<file path="src/rtl/mem_arb_pkg.sv">
// rtl/mem_arb_pkg.sv - shared types for the I/D cacheline memory arbiter
package mem_arb_pkg;

  typedef enum logic [1:0] {
    IDLE    = 2'd0,
    GRANT_I = 2'd1,
    GRANT_D = 2'd2
  } state_t;

  typedef enum logic {
    REQ_I = 1'b0,
    REQ_D = 1'b1
  } req_id_t;

  localparam int LINE_OFS_W = 5;

endpackage

</file>
<file path="src/rtl/rr_arbiter2.sv">
// rtl/rr_arbiter2.sv - two-way round-robin selector, one-hot grant (bit0 = I, bit1 = D)
module rr_arbiter2
  import mem_arb_pkg::*;
(
  input  logic [1:0] i_req,
  input  logic       i_last,
  output logic [1:0] o_grant
);

  always_comb begin
    o_grant = 2'b00;
    if (i_req == 2'b11) begin
      // On a tie the requester that did not win last time takes the grant
      o_grant = (i_last == REQ_D) ? 2'b01 : 2'b10;
    end else begin
      o_grant = i_req;
    end
  end

endmodule

</file>
<file path="src/rtl/mem_arbiter.sv">
// rtl/mem_arbiter.sv - arbitrates I-cache and D-cache line requests onto one line adapter
module mem_arbiter
  import mem_arb_pkg::*;
#(
  parameter int ADDR_W = 32,
  parameter int LINE_W = 256
) (
  input  logic              clk,
  input  logic              rst,
  input  logic [ADDR_W-1:0] i_addr,
  input  logic              i_read,
  output logic [LINE_W-1:0] i_rdata,
  output logic              i_resp,
  input  logic [ADDR_W-1:0] d_addr,
  input  logic              d_read,
  input  logic              d_write,
  input  logic [LINE_W-1:0] d_wdata,
  output logic [LINE_W-1:0] d_rdata,
  output logic              d_resp,
  output logic [ADDR_W-1:0] m_addr,
  output logic              m_read,
  output logic              m_write,
  output logic [LINE_W-1:0] m_wdata,
  input  logic [LINE_W-1:0] m_rdata,
  input  logic              m_resp,
  input  logic [ADDR_W-1:0] m_raddr,
  output logic              addr_err
);

  state_t              r_state;
  req_id_t             r_last;
  logic [ADDR_W-1:0]   r_addr;
  logic                r_write;
  logic [LINE_W-1:0]   r_wdata;
  logic                r_addr_err;

  logic [1:0]          w_req;
  logic [1:0]          w_grant;
  logic                w_busy;
  logic                w_unused_lsbs;

  assign w_req         = {d_read | d_write, i_read};
  assign w_unused_lsbs = ^{i_addr[LINE_OFS_W-1:0], d_addr[LINE_OFS_W-1:0]};

  rr_arbiter2 u_rr (
    .i_req   (w_req),
    .i_last  (r_last),
    .o_grant (w_grant)
  );

  always_ff @(posedge clk or posedge rst) begin
    if (rst) begin
      r_state    <= IDLE;
      r_last     <= REQ_I;
      r_addr     <= '0;
      r_write    <= 1'b0;
      r_wdata    <= '0;
      r_addr_err <= 1'b0;
    end else begin
      case (r_state)
        IDLE: begin
          if (w_grant[1]) begin
            r_state <= GRANT_D;
            r_last  <= REQ_D;
            r_addr  <= {d_addr[ADDR_W-1:LINE_OFS_W], {LINE_OFS_W{1'b0}}};
            r_write <= d_write;
            r_wdata <= d_wdata;
          end else if (w_grant[0]) begin
            r_state <= GRANT_I;
            r_last  <= REQ_I;
            r_addr  <= {i_addr[ADDR_W-1:LINE_OFS_W], {LINE_OFS_W{1'b0}}};
            r_write <= 1'b0;
            r_wdata <= '0;
          end
        end
        GRANT_I, GRANT_D: begin
          if (m_resp) begin
            r_state <= IDLE;
            // Response is delivered anyway; a wrong read line only raises the sticky flag
            if (!r_write && (m_raddr != r_addr)) begin
              r_addr_err <= 1'b1;
            end
          end
        end
        default: r_state <= IDLE;
      endcase
    end
  end

  assign w_busy   = (r_state != IDLE);
  assign m_addr   = w_busy ? r_addr  : '0;
  assign m_wdata  = w_busy ? r_wdata : '0;
  assign m_read   = w_busy & ~r_write;
  assign m_write  = w_busy & r_write;

  assign i_resp   = (r_state == GRANT_I) & m_resp;
  assign d_resp   = (r_state == GRANT_D) & m_resp;
  assign i_rdata  = i_resp ? m_rdata : '0;
  assign d_rdata  = d_resp ? m_rdata : '0;
  assign addr_err = r_addr_err;

endmodule

</file>
<file path="config.mk">
export PLATFORM = sky130hd
export DESIGN_NAME = mem_arbiter
export DESIGN_NICKNAME = d
export VERILOG_FILES = /design/src/rtl/mem_arb_pkg.sv /design/src/rtl/rr_arbiter2.sv /design/src/rtl/mem_arbiter.sv
export SDC_FILE = /design/constraint.sdc
export NUM_CORES = 1
export LEC_CHECK = 0
export ABC_AREA = 1
export CAP_MARGIN = 15
export CORE_AREA = 2 2 553 555
export CTS_BUF_LIST = sky130_fd_sc_hd__clkbuf_4
export CTS_CLUSTER_SIZE = 24
export DETAILED_ROUTE_END_ITERATION = 16
export DIE_AREA = 0 0 555 557
export PLACE_DENSITY = 0.3
export SETUP_SLACK_MARGIN = 0.5
export SLEW_MARGIN = 20
export SYNTH_ARGS = -nofsm -noshare
export SYNTH_HDL_FRONTEND = slang
export SYNTH_HIERARCHICAL = 1
export SYNTH_SLANG_ARGS = --single-unit
</file>
<file path="constraint.sdc">
create_clock -name clk -period 33.9 [get_ports clk]
set_input_delay 10.17 -clock clk [delete_from_list [all_inputs] [get_ports clk]]
set_output_delay 10.17 -clock clk [all_outputs]
set_load 0.05 [all_outputs]
</file>
# Yosys cells after proc, flatten, opt, wreduce, memory -nomap -nowiden
# Index checks and enable logic that the tools add are counted.
[op_classes] eq_ne=6 muxes=17 bitwise=6 reduce_logical=9
[ops] operator="2-to-1 mux 256 bit" count=5
[ops] operator="2-to-1 mux 32 bit" count=3
[ops] operator="inequality test 32 bit" count=1
[ops] operator="2-to-1 mux 2 bit" count=5
[ops] operator="AND 1 bit" count=4
[ops] operator="== test 2 bit (second input constant)" count=2
[ops] operator="one-hot mux 2 bit (2 select lines)" count=1
[ops] operator="AND reduction 2 bit" count=2
[ops] operator="nonzero test 2 bit" count=2
[ops] operator="2-to-1 mux 1 bit" count=3
[ops] operator="inequality test 3 x 1 -> 1 bit (second input constant)" count=1
[ops] operator="AND reduction 3 bit" count=1
[ops] operator="== test 2 x 1 -> 1 bit (second input constant)" count=1
[ops] operator="zero test 2 bit" count=1
[ops] operator="inequality test 2 bit (second input constant)" count=1
[ops] operator="OR reduction 2 bit" count=1
[ops] operator="logical AND 1 bit" count=1
[ops] operator="zero test 1 bit" count=1
[ops] operator="NOT 1 bit" count=1
[ops] operator="bitwise OR 1 bit" count=1
[totals] ff_bits=293 inputBits=614

# Logic depth before layout (Yosys ltp)
# Gate-level depths: netlist of the first run.
[depth] ltp_word=6 depth_mapped=10 depth_no_buf=10

# Modules after synthesis
# Netlist of the first run, hierarchy kept.
[by_module_without_submodules] module="mem_arbiter" n_inst=1 cells_each=2510 area_each_um2=16351.9
[by_module_without_submodules] module="rr_arbiter2" n_inst=1 cells_each=5 area_each_um2=21.3

# Worst setup path before layout of the first run
# No wires, ideal clock.
[synth_timing] path_type="input to output" from="in m_resp" to="out i_rdata[100]" arrival_ns=11.248 required_ns=23.730 slack_ns=12.481 cell_stages=4 path_buffers=2 path_cell_list="nand2_1 clkbuf_1 buf_2 nor2_1"
[synth_between] elab_chain_cells=2
[synth_rtl] item="from (decl)" line_no="mem_arbiter.sv:25" source="input logic m_resp,"
[synth_rtl] item="AND 1 bit" line_no="mem_arbiter.sv:96" source="assign i_resp = (r_state == GRANT_I) & m_resp;"
[synth_rtl] item="2-to-1 mux 256 bit" line_no="mem_arbiter.sv:98" source="assign i_rdata = i_resp ? m_rdata : '0;"
[synth_rtl] item="to (decl)" line_no="mem_arbiter.sv:12" source="output logic [LINE_W-1:0] i_rdata,"
# Every way passes these cells.

# Worst setup path in the final report of the first run
[layout_timing] from="in m_resp" to="out i_rdata[159]"
# Same word-level chain as after synthesis.

==> results.md, run 1 <==
- Root Driver: clkbuf_4
- DPL Wire Length: 177 mm
- Register area share after synthesis: 0.440
- Max-slew violations: 0
- Post-synthesis async set-or-reset flop share: 1.00
- Placement-stage cell area: between 30000 and 40000 sq um
- Pleak: 15.0 nW
- Synth Flop Type: dfrtp_1
- Psw: between 0.0015 and 0.002 W
- Layout Nets: 4496
- Mapped Cells: 2515
- Detailed-route wire length per cell: 25.4 microns
- Logic pwr share: 0.685
- Antenna viol nets, final: 0
- Via count: 22000
- Type of the worst setup path: input pin to output port
- RSZ-0062 raised after global routing: false
- Post-CTS sizing: 0
- Critical Path End: i_rdata[159]
- Crit path from: m_resp
- Hold Fails Final Rpt: 0
- Rows: 203
- Worst reg-to-reg path cell count: 8
- Mapped Avg Cell Area: 6.51 sq um
- DR iter-0 viols: 1040
- Remaining DRCs: 0
- CP Capture Type: output port
- CTS Hold Bufs: 0
- Die area: 309000 sq um
- TritonCTS Buffers: 96
- Core area: 304000 sq um
- Worst-Skew Late Latency: 1.02 ns
- Sequential share of power: 0.185
- CTS tree: yes
- Die width: 555 microns
- Final estimated routing congestion in global placement: 0.918
- Io pins: 1419
- Max cap viols: 0
- Vias in the first global route: ~23000
- R2R setup slack: 30.45 ns
- Initial antenna violation count: around 130
- P&R area growth vs syn: 121%
- Layout cell share with drive strength beyond 1: 0.0438
- Final setup violation count: 0
- Pwr per Cell Area: 83.5 nW/um^2
- Port buffer count: 1403
- Synth Register Bits: 288
- Final Cell Area: 36100 sq um
- Final Skew: 0.126 ns
- Initial Util: 0.0539
- Slew @ Worst Pin: 1.05 ns
- Vias/cell: 2.75
- Max Fclk: 0.0413 GHz
- WP data required: 23.73 ns
- Total track usage: 0.126
- H-tree Lvls: 3
- Synth unique cells: 25
- Die Y: between 500 and 600 microns
- Final Cycle Share: 0.714
- Pin count of the biggest net entering global routing: 137
- Pre-antenna DRT Iters: 5
- Share of total power in the clock network: 0.130
- First-pass GRT wire length: 252 mm
- Post-CTS setup buffer count: 0
- CP Launch Type: input pin
- Max clock buf depth: 3
- Reg2Reg Launch Point: r_state[0]
- Status: complete, no violations
- Worst reg2reg path endpoint: r_wdata[94]
- HP Class: register to register
- Routed WL: approximately 200 mm
- Gr ovfl total: 0
- Reg clk slew, reported paths: around 0.050 ns
- Sum Neg Setup Slack: 0 ns
- Maximum VDD drop: 0.0457 mV
- Net Sw Frac: 0.594
- Max-slew headroom: 0.295
- Power Internal: 0.00123 W
- Minimum clock period: 24.21 ns
- WP data arrival: 14.04 ns
- Worst-path fanout max: ~130
- Clock Sinks: 288
- EDFF count, synth: 0
- Cell Area, Synth: 16400 sq um
- Synth warn: 6
per-layer routing:
metal  share of wire  global-route usage  up-vias
met5         0.00072                   0        -
met2            0.49               0.221     1311
met4           0.040              0.0446       22
li1                -                   -    10000
met1            0.36               0.130    10200
met3            0.11              0.0597      364
worst max-delay path, stage by stage:
cell and delay [ns]:
clkdlybuf4s50_1 0.56, nand2_4 0.19, buf_4 0.48, buf_4 0.79, buf_12 0.44, nor2_1 0.09, clkdlybuf4s50_1 0.90
placed cells by master (no fill, tap or decap), types with 5 or more instances in the layout:
cell type and n:
xnor2_1 18, dfrtp_1 288, clkinv_1 26, diode_2 29, o211ai_1 27, clkdlybuf4s50_1 1401, nor2_1 810, nand2_1 324
o21ai_0 282, clkbuf_4 131, conb_1 5, buf_4 19, inv_1 580
power by group through the flow:
stage	registers (W)	logic [W]	clock network, W
3_3_place_gp	0.000569	0.00212	0
3_5_place_dp	0.000568	0.00211	0
6_report	0.000559	0.00207	0.000391
5_1_grt	0.000577	0.00222	0.000436
2_1_floorplan	0.000545	0.00121	0
4_1_cts	0.000563	0.00213	0.000426
synth_stat cells, types with 2 or more instances:
cell | number | area share
xnor2_1 | 18 | 0.0096
buf_4 | 9 | 0.0041
o21ai_1 | 3 | 0.00092
nand3_1 | 2 | 0.00061
buf_6 | 2 | 0.0014
inv_2 | 2 | 0.00046
o211ai_1 | 27 | 0.012
nor2_1 | 811 | 0.19
nand2_1 | 326 | 0.075
a21oi_1 | 2 | 0.00061
buf_2 | 104 | 0.032
xor2_1 | 3 | 0.0016
dfrtp_1 | 288 | 0.44
ha_1 | 3 | 0.0023
clkbuf_1 | 33 | 0.0076
inv_1 | 581 | 0.13
o21ai_0 | 282 | 0.086
clkbuf_2 | 12 | 0.0037
area by class of cell:
class	instances	area, sq um
Multi-Input combinational cell	1487	6240
Clock buffer	131	983
Timing Repair Buffer	1423	14200
Fill cell	35400	268000
Clock inverter	36	201
Antenna cell	29	72.6
Tap cell	3997	5000
Sequential cell	288	7210
Inverter	583	2210
metrics by stage:
stage	worst slack (ns)	hold slack, ns	utilization	power [W]	std cells
after floorplan	12.48	0.464	-	0.00175	2519
after global placement	9.79	0.467	0.115	0.00269	7778
after detailed placement	9.76	0.468	0.115	0.00268	7778
after CTS	9.76	0.481	0.119	0.00311	7945
after global routing	9.52	0.510	0.119	0.00323	7965
final	9.69	0.474	0.119	0.00302	7974
flip-flops by register name, indices dropped and copies added (netlist names):
signal	cells
addr_err	1
r_addr	27
r_last	1
r_state	2
r_wdata	256
r_write	1
worst min path at each step:
stage                    end      from  slack (ns)  cells past startpoint
floorplan             r_last    r_last        0.46                      2
global placement    addr_err  addr_err        0.47                      2
detailed placement  addr_err  addr_err        0.47                      2
CTS                 addr_err  addr_err        0.48                      2
global route        addr_err  addr_err        0.51                      2
finish              addr_err  addr_err        0.47                      2
cells by family (layout without fill, tap and decap cells):
logic type / after synthesis / after routing / share of synthesized area
other cells: 1 / 34 / 0.000229
compound gates: 316 / 316 / 0.101
buf+inv: 744 / 2173 / 0.182
flops: 288 / 288 / 0.440
xor+xnor: 21 / 21 / 0.0112
simple gates: 1142 / 1142 / 0.262
fa+ha+maj: 3 / 3 / 0.00229
Power figures use the tool's default switching activity.
==> run 2, diff against run 1 <==
CORE_AREA = 2 2 560 562   (was 2 2 553 555)
DIE_AREA = 0 0 562 564   (was 0 0 555 557)
clock period = 25.3 ns   (was 33.9 ns; I/O delays follow)
==> results.md, run 2 (synthesized netlist as in run 1, its figures left out) <==
- First-pass GRT wire length: roughly 250 mm
- Worst-Skew Late Latency: 0.99 ns
- Post-CTS sizing: 0
- Largest register FFs: 256
- Initial Util: 0.0527
- Final Cycle Share: 0.756
- Maximum VDD drop: 0.0706 mV
- RSZ-0062 raised after global routing: false
- WP data required: 17.71 ns
- Core area: 311000 sq um
- Detailed-route wire length per cell: 24.6 microns
- Layout Nets: approximately 4500
- Pre-antenna DRT Iters: 6
- Port buffer count: 1403
- Rows: 205
- Pin count of the biggest net entering global routing: 148
- Remaining DRCs: 0
- Sum Neg Setup Slack: 0 ns
- DR iter-0 viols: 1077
- CP Capture Type: output port
- Commonest cells after routing, fill and taps aside: clkdlybuf4s50_1, nor2_1, inv_1, nand2_1, dfrtp_1
- Worst-path fanout max: between 100 and 150
- Slowest cell on crit path: clkdlybuf4s50_1
- Die area: around 320000 sq um
- Largest regs: r_wdata (256), r_addr (27), r_state (2)
- Initial antenna violation count: 139
- Final Skew: 0.0886 ns
- CP Launch Type: input pin
- Vias/cell: 2.71
- Max-slew headroom: 0.257
- Die width: 562 microns
- CTS tree: yes
- Crit path from: m_resp
- Max clock buf depth: 3
- Crit-path cells: clkdlybuf4s50_1 -> nand2_4 -> buf_12 -> buf_4 -> nor2_1 -> clkdlybuf4s50_1
- Total track usage: 0.120
- P&R area growth vs syn: 121%
- Max-slew violations: 0
- Type of the worst setup path: input pin to output port
- Commonest non-fill, non-tap cell in the layout: clkdlybuf4s50_1
- H-tree Lvls: 3
- HP Class: register to register
- Layout cell share with drive strength beyond 1: 0.0423
- Max cap viols: 0
- Crit-path most repeated cell: clkdlybuf4s50_1
- Slew @ Worst Pin: 1.11 ns
- Final core occ: 0.116
- Slowest stage delay, CP: about 0.89 ns
- Minimum clock period: 19.12 ns
- Final setup violation count: 0
- TritonCTS Buffers: 93
- Routed WL: 199 mm
- Fill cells: 36400
- Hold Startpoint: addr_err
- Io pins: 1419
- Top reg by flops: r_wdata
- CTS Hold Bufs: 0
- Antenna viol nets, final: 0
- Vias in the first global route: 22800
- Max Fclk: approximately 0.052 GHz
- Reg2Reg Launch Point: r_state[0]
- Total power: 0.00396 W
- Post-CTS setup buffer count: 0
- Final estimated routing congestion in global placement: around 0.9
- Pwr per Cell Area: 110 nW/um^2
- Status: complete, no violations
- Clock Sinks: around 290
- DPL Wire Length: 174 mm
- WP data arrival: 11.53 ns
- Hold Fails Final Rpt: 0
- Reg clk slew, reported paths: 0.07 ns
- Pleak: 15.0 nW
- Via count: 21900
- Root Driver: clkbuf_4
- Gr ovfl total: 0
- Die Y: between 500 and 600 microns
[run 2: cell types whose count changed in the layout (fill, tap and decap cells not counted), sizes merged, moves of 2 or more]
| cell | change |
|---|---|
| inv | +2 |
| clkbuf | -3 |
| diode | -5 |
| clkinv | -16 |
| buf | -2 |
[run 2: final cells by class]
class | count | area (sq um) | share of cell area
Sequential cell | 288 | 7210 | 0.199
Antenna cell | 24 | 60.1 | 0.00166
Clock buffer | 128 | 961 | 0.0266
Tap cell | 4140 | 5180 | 0.143
Multi-Input combinational cell | 1487 | 6240 | 0.172
Clock inverter | 21 | 139 | 0.00384
Timing Repair Buffer | 1420 | 14200 | 0.392
Inverter | 583 | 2210 | 0.0611
[run 2: worst max-delay path, delay by kind of cell]
family	cells	cell delay, ns
buffers and inverters	4	2.70
AND/OR/NAND/NOR	2	0.83
[run 2: power breakdown]
| group | internal (W) | leakage (nW) | total (W) | switching (W) |
|---|---|---|---|---|
| Clock | 0.000243 | 0.656 | 0.000502 | 0.000259 |
| Sequential | 0.000674 | 3.59 | 0.000748 | 0.0000742 |
| Combinational | 0.000715 | 10.7 | 0.00271 | 0.00200 |
[run 2: metrics by stage]
stage / std cells / area [sq um] / hold slack [ns] / worst slack (ns)
floorplan: 2519 / 16400 / 0.464 / 9.04
global placement: 7918 / 35000 / 0.466 / 6.29
detailed placement: 7918 / 35000 / 0.462 / 6.20
CTS: 8067 / 36100 / 0.482 / 6.19
global route: 8081 / 36200 / 0.540 / 6.09
finish: 8091 / 36200 / 0.473 / 6.18
[run 2: final timing paths]
check / slack [ns] / end / cells past startpoint
worst max-delay path: 6.18 / i_rdata[128] / 6
worst min-delay path: 0.47 / addr_err / 2
max in group asynchronous: 16.11 / r_wdata[235] / 4
worst min register to register: 0.47 / addr_err / 2
worst max register to register: 21.42 / r_wdata[96] / 8
min in group asynchronous: 7.05 / r_wdata[104] / 2
[run 2: per-layer routing]
layer	GRT usage	vias to the layer above	part of all wire	routed length, microns
met5	0	-	0.00046	92
met3	0.0578	376	0.12	23200
li1	-	9995	-	-
met4	0.0290	14	0.030	5900
met2	0.217	1304	0.50	98400
met1	0.123	10300	0.36	71100
==> run 3, diff against run 2 <==
clock period = 17.9 ns   (was 25.3 ns; I/O delays follow)
==> results.md, run 3 (synthesized netlist as in run 1, its figures left out) <==
- Status: complete, no violations
- Vias in the first global route: 22700
- CP Launch Type: input pin
- Pre-antenna DRT Iters: 7
- Root Driver: clkbuf_4
- Vias/cell: 2.72
- Worst reg-to-reg path cell count: 8
- Die width: 562 microns
- Initial Util: 0.0527
- Rows: 205
- Initial antenna violation count: 133
- Routed WL: 199 mm
- Detailed-route wire length per cell: about 25 microns
- Largest register FFs: 256
- Post-CTS setup buffer count: 0
- Net Sw Frac: 0.590
- DR iter-0 viols: 1201
- Hold Fails Final Rpt: 0
- Io pins: 1419
- Max-slew violations: 0
- Minimum clock period: 13.88 ns
- Antenna viol nets, final: 0
- Final Cycle Share: 0.775
- Hold Startpoint: addr_err
- Psw: 0.00331 W
- R2R setup slack: about 14 ns
- Final Skew: ~0.13 ns
- Clock Sinks: 288
- WP data required: 12.53 ns
- CP Capture Type: output port
- Power Internal: 0.00230 W
- Pleak: 15.0 nW
- Final setup violation count: 0
- Largest regs: r_wdata (256), r_addr (27), r_state (2)
- Max cap viols: 0
- Sequential share of power: 0.188
- Type of the worst setup path: input pin to output port
- Hold depth: 2
- Top reg by flops: r_wdata
- Gr ovfl total: 0
- Hold EP: addr_err
- WP data arrival: 8.51 ns
- Share of total power in the clock network: 0.128
- H-tree Lvls: 3
- Pin count of the biggest net entering global routing: approximately 160
- DPL Wire Length: 174 mm
- CTS Hold Bufs: 0
- Final Cell Area: 36300 sq um
- HP Class: register to register
- TritonCTS Buffers: 97
- Placement-stage cell area: 35000 sq um
- P&R area growth vs syn: 121%
- Reg clk slew, reported paths: 0.06 ns
- Worst-path fanout max: approximately 160
- Slew @ Worst Pin: 1.06 ns
- Final estimated routing congestion in global placement: 0.873
- First-pass GRT wire length: 248 mm
- Port buffer count: 1403
- Core area: about 310000 sq um
- Worst reg2reg path endpoint: r_wdata[220]
- Remaining DRCs: 0
- CTS tree: yes
- Commonest non-fill, non-tap cell in the layout: clkdlybuf4s50_1
- Reg2Reg Launch Point: r_state[0]
- Die Y: 564 microns
- Pwr per Cell Area: 155 nW/um^2
- Layout Nets: 4494
- Commonest cells after routing, fill and taps aside: clkdlybuf4s50_1, nor2_1, inv_1, nand2_1, dfrtp_1
- Die area: 317000 sq um
- Logic pwr share: 0.684
- Post-CTS sizing: 0
- Via count: 22000
- Worst-Skew Late Latency: 1.05 ns
- Total track usage: 0.120
- Sum Neg Setup Slack: 0 ns
- Max clock buf depth: 3
- Maximum VDD drop: 0.0906 mV
- RSZ-0062 raised after global routing: false
- Max Fclk: 0.0721 GHz
- Max-slew headroom: 0.289
- Layout cell share with drive strength beyond 1: 0.0437
## run 3: changes by cell type in the layout (fill, tap and decap cells not counted), sizes merged
| cell | change |
|---|---|
| clkdlybuf4s50 | +1 |
| bufinv | -1 |
| diode | +9 |
| inv | +1 |
| clkbuf | +3 |
| clkinv | +7 |
| buf | -1 |
## run 3: per-stage QoR
step | util | cells | setup slack, ns | hold slack (ns) | power (W)
floorplan | - | 2519 | 4.58 | 0.464 | 0.00332
global placement | 0.113 | 7918 | 4.19 | 0.472 | 0.00500
detailed placement | 0.113 | 7918 | 4.20 | 0.464 | 0.00499
CTS | 0.116 | 8077 | 4.19 | 0.488 | 0.00577
global route | 0.117 | 8094 | 4.08 | 0.514 | 0.00602
finish | 0.117 | 8110 | 4.02 | 0.481 | 0.00561
## run 3: area by class of cell
| class | instances | area [sq um] |
|---|---|---|
| diodes | 33 | 82.6 |
| clock buffers | 131 | 983 |
| clock inverters | 28 | 141 |
| fillers | 36400 | 275000 |
| inverters | 583 | 2210 |
| multi-input cells | 1487 | 6240 |
| flip-flops and latches | 288 | 7210 |
| well taps | 4140 | 5180 |
| repair buffers | 1420 | 14200 |
## run 3: layer usage
layer,up-vias,part of all wire,global-route usage
met5,-,0.00018,0
met4,6,0.034,0.0353
met3,362,0.11,0.0562
met2,1307,0.49,0.215
met1,10300,0.36,0.125
li1,10000,-,-
## run 3: worst max-delay path, cell delays in order
cell and delay [ns]:
clkdlybuf4s50_1 0.65, nand2_4 0.44, buf_12 0.42, nor2_1 0.24, clkdlybuf4s50_1 1.00
## run 3: how the worst max path moves through the flow
stage	from	endpoint	slack (ns)	cells past startpoint
5_1_grt	m_resp	i_rdata[167]	4.08	5
2_1_floorplan	rst	addr_err	4.58	1
6_report	m_resp	i_rdata[128]	4.02	5
4_1_cts	m_resp	i_rdata[50]	4.19	5
3_5_place_dp	m_resp	i_rdata[50]	4.20	5
3_3_place_gp	m_resp	i_rdata[50]	4.19	5
## run 3: power groups by stage
stage          clock network, W  registers [W]  logic, W
2_1_floorplan                 0        0.00103   0.00228
3_3_place_gp                  0        0.00107   0.00392
3_5_place_dp                  0        0.00107   0.00392
4_1_cts                0.000772        0.00106   0.00394
5_1_grt                0.000802        0.00109   0.00414
6_report               0.000720        0.00105   0.00384
